### src/rtl/pc_stack_unit.sv
// Program counter with an integrated LIFO return-address stack.
// Supports increment, jump, relative branch, skip, and call/return.
module pc_stack_unit #(
  parameter int unsigned     WIDTH        = 16,
  parameter int unsigned     DEPTH        = 4,
  parameter logic [WIDTH-1:0] RESET_VECTOR = '0
) (
  input  logic                     clk,
  input  logic                     rst,
  input  logic                     pc_enable,
  input  logic [2:0]               op,
  input  logic [WIDTH-1:0]         bus,
  output logic [WIDTH-1:0]         out,
  output logic [WIDTH-1:0]         tos,
  output logic [$clog2(DEPTH):0]   depth,
  output logic                     stack_full,
  output logic                     stack_empty,
  output logic                     stack_error
);

  localparam int unsigned AW = $clog2(DEPTH);
  localparam int unsigned DW = AW + 1;

  localparam logic [2:0] OP_INC    = 3'd0;
  localparam logic [2:0] OP_JUMP   = 3'd1;
  localparam logic [2:0] OP_BRANCH = 3'd2;
  localparam logic [2:0] OP_CALL   = 3'd3;
  localparam logic [2:0] OP_RET    = 3'd4;
  localparam logic [2:0] OP_SKIP   = 3'd5;

  logic [WIDTH-1:0] out_q, out_d;
  logic [DW-1:0]    depth_q, depth_d;
  logic             err_q, err_d;
  logic [WIDTH-1:0] stack_q [DEPTH];
  logic             push;
  logic [WIDTH-1:0] ret_addr;
  logic [AW-1:0]    top_idx;
  logic [AW-1:0]    wr_idx;

  assign stack_full  = (depth_q == DW'(DEPTH));
  assign stack_empty = (depth_q == '0);
  assign top_idx     = AW'(depth_q - DW'(1));
  assign wr_idx      = AW'(depth_q);
  assign ret_addr    = out_q + WIDTH'(1);

  // tos reads as zero when empty so stale stack contents never leak out
  assign tos = stack_empty ? '0 : stack_q[top_idx];

  always_comb begin
    out_d   = out_q;
    depth_d = depth_q;
    err_d   = err_q;
    push    = 1'b0;
    if (pc_enable) begin
      case (op)
        OP_INC:    out_d = ret_addr;
        OP_JUMP:   out_d = bus;
        // bus is already WIDTH bits, so modular addition is the sign-extended add
        OP_BRANCH: out_d = out_q + bus;
        OP_CALL: begin
          if (stack_full) begin
            out_d = ret_addr;
            err_d = 1'b1;
          end else begin
            push    = 1'b1;
            out_d   = bus;
            depth_d = depth_q + DW'(1);
          end
        end
        OP_RET: begin
          if (stack_empty) begin
            out_d = ret_addr;
            err_d = 1'b1;
          end else begin
            out_d   = tos;
            depth_d = depth_q - DW'(1);
          end
        end
        OP_SKIP:   out_d = out_q + WIDTH'(2);
        default:   out_d = out_q;
      endcase
    end
  end

  always_ff @(posedge clk) begin
    if (rst) begin
      out_q   <= RESET_VECTOR;
      depth_q <= '0;
      err_q   <= 1'b0;
    end else begin
      out_q   <= out_d;
      depth_q <= depth_d;
      err_q   <= err_d;
    end
  end

  // Stack storage needs no reset: entries above depth are never observable
  always_ff @(posedge clk) begin
    if (push && !rst) begin
      stack_q[wr_idx] <= ret_addr;
    end
  end

  assign out         = out_q;
  assign depth       = depth_q;
  assign stack_error = err_q;

endmodule

### config.mk
export PLATFORM = sky130hd
export DESIGN_NAME = pc_stack_unit
export DESIGN_NICKNAME = d
export VERILOG_FILES = /design/src/rtl/pc_stack_unit.sv
export SDC_FILE = /design/constraint.sdc
export NUM_CORES = 1
export LEC_CHECK = 0
export BUFFER_PORTS_ARGS = -buffer_cell sky130_fd_sc_hd__buf_2
export CAP_MARGIN = 20
export CELL_PAD_IN_SITES_DETAIL_PLACEMENT = 1
export CELL_PAD_IN_SITES_GLOBAL_PLACEMENT = 1
export CORE_MARGIN = 3
export CORE_UTILIZATION = 26
export CTS_BUF_LIST = sky130_fd_sc_hd__clkbuf_8
export DETAILED_ROUTE_END_ITERATION = 10
export PLACE_DENSITY_LB_ADDON = 0.3
export SLEW_MARGIN = 20
export SYNTH_ARGS = -nofsm -noshare
export SYNTH_HDL_FRONTEND = slang
export SYNTH_SLANG_ARGS = --single-unit
### constraint.sdc
create_clock -name clk -period 2.7 [get_ports clk]
set_clock_uncertainty 0.05 [all_clocks]
set_input_delay 0.135 -clock clk [delete_from_list [all_inputs] [get_ports clk]]
set_output_delay 0.135 -clock clk [all_outputs]
set_load 0.05 [all_outputs]
### Yosys cells after proc, flatten, opt, wreduce, memory -nomap -nowiden

Memories as Yosys holds them, arrays and structs flattened.
Cells that the tools add are included.

| operators by class | value |
|---|---|
| muxes and demuxes | 15 |
| reduce and logical (&&, ||, !) cells | 9 |
| $add $sub $neg | 5 |
| eq/ne operators | 10 |

Operators by type and width:

| cell | number |
|---|---|
| $pmux 16 s6 | 1 |
| $mux 16 | 3 |
| $add 16x1->16 const B | 1 |
| $add 16x16->16 | 1 |
| $add 16x2->16 const B | 1 |
| $eq 3x3->1 const B | 3 |
| $ne 2x2->1 const B | 4 |
| $reduce_and 4->1 | 2 |
| $mux 1 | 7 |
| $eq 3x2->1 const B | 2 |
| $logic_not 3->1 | 2 |
| $mux 3 | 2 |
| $pmux 3 s2 | 1 |
| $reduce_bool 6->1 | 1 |
| $add 3x1->3 const B | 1 |
| $eq 3x1->1 const B | 1 |
| $sub 3x1->3 const B | 1 |
| $pmux 1 s2 | 1 |
| $reduce_and 2->1 | 1 |
| $reduce_bool 2->1 | 1 |
| $logic_and 1x1->1 | 1 |
| $logic_not 1->1 | 1 |

| storage, ports and cells | value |
|---|---|
| word-level logic and storage cells | 43 |
| memories | 1 |
| register bits | 20 |
| bits in writable memories | 64 |
| input bits | 22 |

Memory list:

| name | depth | bits a word | read ports | clocked after memory_dff | wr ports | line | RTL |
|---|---|---|---|---|---|---|---|
| stack_q | 4 | 16 | 1 | 0 | 1 | 34 | `logic [WIDTH-1:0] stack_q [DEPTH];` |

### Logic depth before layout (Yosys ltp)

| logic depth | value |
|---|---|
| depth after elaboration | 7 |
| mapped depth | 11 |

### Worst setup path after synthesis

OpenSTA, ideal clock, no wires.

| timing | value |
|---|---|
| kind | reg-to-reg |
| from | reg depth_q[0] (netlist: depth[0]) |
| to | reg out_q[8] (netlist: out[8]) |
| cell stages (with the launch flop) | 11 |
| setup slack | -0.616 ns |
| library setup time | 0.120 ns |
| path buffers | 4 |
| arrival time | 3.147 ns |
| required time | 2.530 ns |
| cell sequence | dfxtp_1 buf_6 buf_2 inv_1 ha_1 clkbuf_1 clkbuf_1 mux4_2 a222oi_1 nor2_1 a211o_1 |

| on the way | value |
|---|---|
| word-level cells in the longest chain between the ends | 5 |
| elaborated cells between the ends (all ways) | 8 |
| classes of those cells | 1 x add/sub; 1 x eq/ne; 4 x mux; 1 x reduce/logical; 1 x memory |

Ends and longest elaborated chain:

| what | line | RTL |
|---|---|---|
| start, declared | 32 | `logic [DW-1:0] depth_q, depth_d;` |
| start signal, assigned | 92 | `depth_q <= depth_d;` |
| $sub 3x1->3 | - |  |
| $mem_v2 4x16 | - |  |
| $mux 16 | 47 | `assign tos = stack_empty ? '0 : stack_q[top_idx];` |
| $mux 16 | 71 | `if (stack_empty) begin` |
| $pmux 16 s6 * | 55 | `case (op)` |
| end signal, assigned | 91 | `out_q <= out_d;` |
| end, declared | 31 | `logic [WIDTH-1:0] out_q, out_d;` |

Every way passes the cells marked *; elsewhere a longest branch is shown, timed or not.
A chain may end at the register's enable or synchronous reset.

### Worst setup path after layout

| timing | value |
|---|---|
| from | reg out_q[0] (netlist: out[0]) |
| to | reg out_q[14] (netlist: out[14]) |

| on the way | value |
|---|---|
| word-level cells in the longest chain between the ends | 3 |
| elaborated cells between the ends (all ways) | 6 |
| classes of those cells | 3 x add/sub; 3 x mux |

Ends and longest elaborated chain:

| what | line | RTL |
|---|---|---|
| $add 16x1->16 | 44 | `assign ret_addr = out_q + WIDTH'(1);` |
| $mux 16 (on tied branches) | 71, 61 |  |
| $pmux 16 s6 * | 55 |  |

Marks and branches as above.

==> results.sh <==
export IMPL_synth_nets=542
export IMPL_vias_per_cell=5.336
export IMPL_cts_tree="done"
export IMPL_cp_data_arrival_time_ns=2.83
export IMPL_drt_iter0_markers=339
export IMPL_die_w_um=149.8
export IMPL_ios=60
export IMPL_status="finished clean"
export IMPL_hold_violations=0
export IMPL_drcViolationCount=0
export IMPL_leakagePower_nw=2.404
export IMPL_slew_headroom_pct=41.24
export IMPL_crit_required_ns=2.95
export IMPL_clk_pin_slew_ns=0.10
export IMPL_io_buffer_count=59
export IMPL_die_area_um2=22430
export IMPL_drive_above_1_share_pct=24.87
export IMPL_nets=620
export IMPL_grt_start_max_net_pins=20
export IMPL_start_kind="register"
export IMPL_min_path_type="in2reg"
export IMPL_cp_cell_sequence="ha_1 > inv_1 > fa_1 > nor2b_2 > o31a_1 > o211ai_1 > a211o_1 > and3b_1 > o32ai_1"
export IMPL_ctsHtreeMaxLevel=3
export IMPL_multi_input_area_um2=2854
export IMPL_setup_worst_path_start="out[0]$_SDFFE_PP0P_"
export IMPL_clkLatencyLatePin_ns=0.39
export IMPL_grt_pass1_vias=4650
export IMPL_synthFlopType="edfxtp_1"
export IMPL_maxSlewViolCount=0
export IMPL_gp_congestion=0.8901
export IMPL_critPathMaxStageDelay_ns=0.42
export IMPL_r2r_start="out[0]$_SDFFE_PP0P_"
export IMPL_fmaxAchievable_ghz=0.3881
export IMPL_period_needed_ns=2.576
export IMPL_coreArea_um2=19910
export IMPL_r2r_slack_ns=0.12
export IMPL_worst_pin_slew_ns=0.8782
export IMPL_reg2reg_depth=9
export IMPL_mappedNetlistArea_um2=5374
export IMPL_root_buffer="clkbuf_8"
export IMPL_antenna_found_initial=0
export IMPL_grt_total_usage_pct=16.53
export IMPL_antenna_cells=0
export IMPL_register_area_um2=2328
export IMPL_antenna_left=0
export IMPL_wirelength_mm=18.41
export IMPL_clock_sinks=84
export IMPL_fill_cells=2289
export IMPL_layout_commonest_cell="edfxtp_1"
export IMPL_area_growth_syn_to_layout_pct=18.63
export IMPL_cpMaxStageDelayCell="fa_1"
export IMPL_ys_types=72
export IMPL_netlist_instances=496
export IMPL_worstSetupEndpoint="out[14]$_SDFFE_PP0P_"
export IMPL_hpwl_mm=13.77
export IMPL_critPathKind="reg2reg"
export IMPL_numCtsBuffers=9
export IMPL_ys_seq_area_share_pct=43.21
export IMPL_wl_per_cell_um=21.81
export IMPL_setup_viol=0
export IMPL_fin_tns_setup_ns=0
export IMPL_final_util_pct=32.02
export IMPL_yosysWarnings=0
export IMPL_ir_drop_mv=0.2565
export IMPL_ctsHoldBuffers=0
export IMPL_globalRouteOverflowTotal=0
export IMPL_pwr_density_cell_nw_per_um2=506.1
export IMPL_fin_crit_sh_pct=95.43
export IMPL_ys_seq_elements=84
export IMPL_synth_edff_count=64
export IMPL_dr_pass1_iters=6
export IMPL_grt_pass1_wl_mm=27.80
export IMPL_rows=51
export IMPL_initial_utilization_pct=26.99
export IMPL_synth_area_per_cell_um2=10.83
export IMPL_cp_end_kind="register"
export IMPL_fp_dieH_um=149.8
export IMPL_async_flop_share_pct=0
export IMPL_rsz0062_at_grt="false"
export IMPL_crit_fanout=4
export IMPL_maxCapViolCount=0
export IMPL_clock_path_buffers=2
export IMPL_rr_endpoint="out[14]$_SDFFE_PP0P_"
export IMPL_vias=4504
export IMPL_final_cell_mix="64 x edfxtp_1, 59 x buf_2, 39 x buf_4, 34 x nor2_1, 34 x a21oi_1"
cells in the mapped netlist (all sizes together) (5+ instances only):
library cell	count	area share [%]
a22oi	6	0.84
o21a	8	1.1
nand4	9	1.3
xnor2	19	3.1
clkbuf	15	1.0
nor3b	6	1.1
nand2b	5	0.58
ha	23	5.4
xor2	15	2.4
nand2	25	1.7
o21ai	23	2.1
mux4	16	7.1
a21o	5	0.70
dfxtp	20	7.5
a222oi	5	0.93
buf	16	2.1
inv	12	0.84
nor2	34	2.4
a211oi	8	1.1
nor4	7	1.2
nor3	10	0.93
nand3	10	0.93
and2	24	2.8
edfxtp	64	36
a21oi	36	3.4
worst max-delay path: cells and delay by family (launching register included):
kind            cells  cell delay, ns
buf+inv             1            0.07
simple gates        2            0.34
compound gates      4            1.00
flops               1            0.37
fa+ha+maj           2            0.65
kinds of logic (layout without fill, tap and decap cells):
family / after synthesis / in the layout / share of synthesized area (%)
adder cells (fa/ha/maj): 24 / 24 / 5.728
flip-flops: 84 / 84 / 43.21
buffers and inverters: 43 / 126 / 3.958
AND/OR/NAND/NOR: 160 / 160 / 17.21
AO/OA/AOI/OAI: 132 / 132 / 16.65
multiplexers: 19 / 19 / 7.707
XOR/XNOR: 34 / 34 / 5.541
registers in the layout, summed over array words and instances, names as in the netlist:
name	flops
stack_error	1
out	16
depth	3
stack_q	64
repair_timing:
action	4_1_cts	5_1_grt
gates resized for setup	0	3
setup endpoints to repair	0	2
buffers inserted	0	1
through the flow:
stage	hold slack [ns]	std cells	area, µm²	total power [mW]	worst slack (ns)
global route	0.05551	844	6375	3.359	0.04468
detailed placement	0.4115	827	6130	2.164	0.09443
finish	0.04226	844	6375	3.226	0.1235
floorplan	0.2257	496	5394	1.934	0.03538
global placement	0.3991	827	6130	2.153	0.2485
CTS	0.03216	843	6357	3.248	0.08220
area by class of cell:
class	instances	area share, %
multi-input combinational	369	44.77
sequential	84	36.53
timing repair buffer	98	9.225
tap	265	5.201
clock buffer	9	1.943
clock inverter	7	1.629
inverter	12	0.7066
report_power, final:
part	internal [mW]	total [mW]	switching (mW)	leakage (nW)
logic	0.235	0.697	0.462	1.53
registers	1.41	1.44	0.0278	0.754
clock network	0.538	1.09	0.549	0.116
total	2.19	3.23	1.04	2.40
worst min path at each step:
stage | startpoint | to | slack (ns) | cells past startpoint
after floorplan | pc_enable | stack_error$_SDFFE_PP0P_ | 0.23 | 2
after global placement | stack_error$_SDFFE_PP0P_ | stack_error$_SDFFE_PP0P_ | 0.40 | 2
after detailed placement | stack_error$_SDFFE_PP0P_ | stack_error$_SDFFE_PP0P_ | 0.41 | 2
after CTS | pc_enable | stack_error$_SDFFE_PP0P_ | 0.03 | 3
after global routing | pc_enable | stack_error$_SDFFE_PP0P_ | 0.06 | 3
final | pc_enable | stack_error$_SDFFE_PP0P_ | 0.04 | 3
metal layers:
metal  wire [µm]  up-vias  global-route usage (%)
li1            -     2068                       -
met3        1010       17                   3.846
met1        8458     2278                   22.43
met5           0        -                   1.818
met2        8682      141                   27.01
met4         260        0                   3.294
Power figures use the tool's default switching activity.
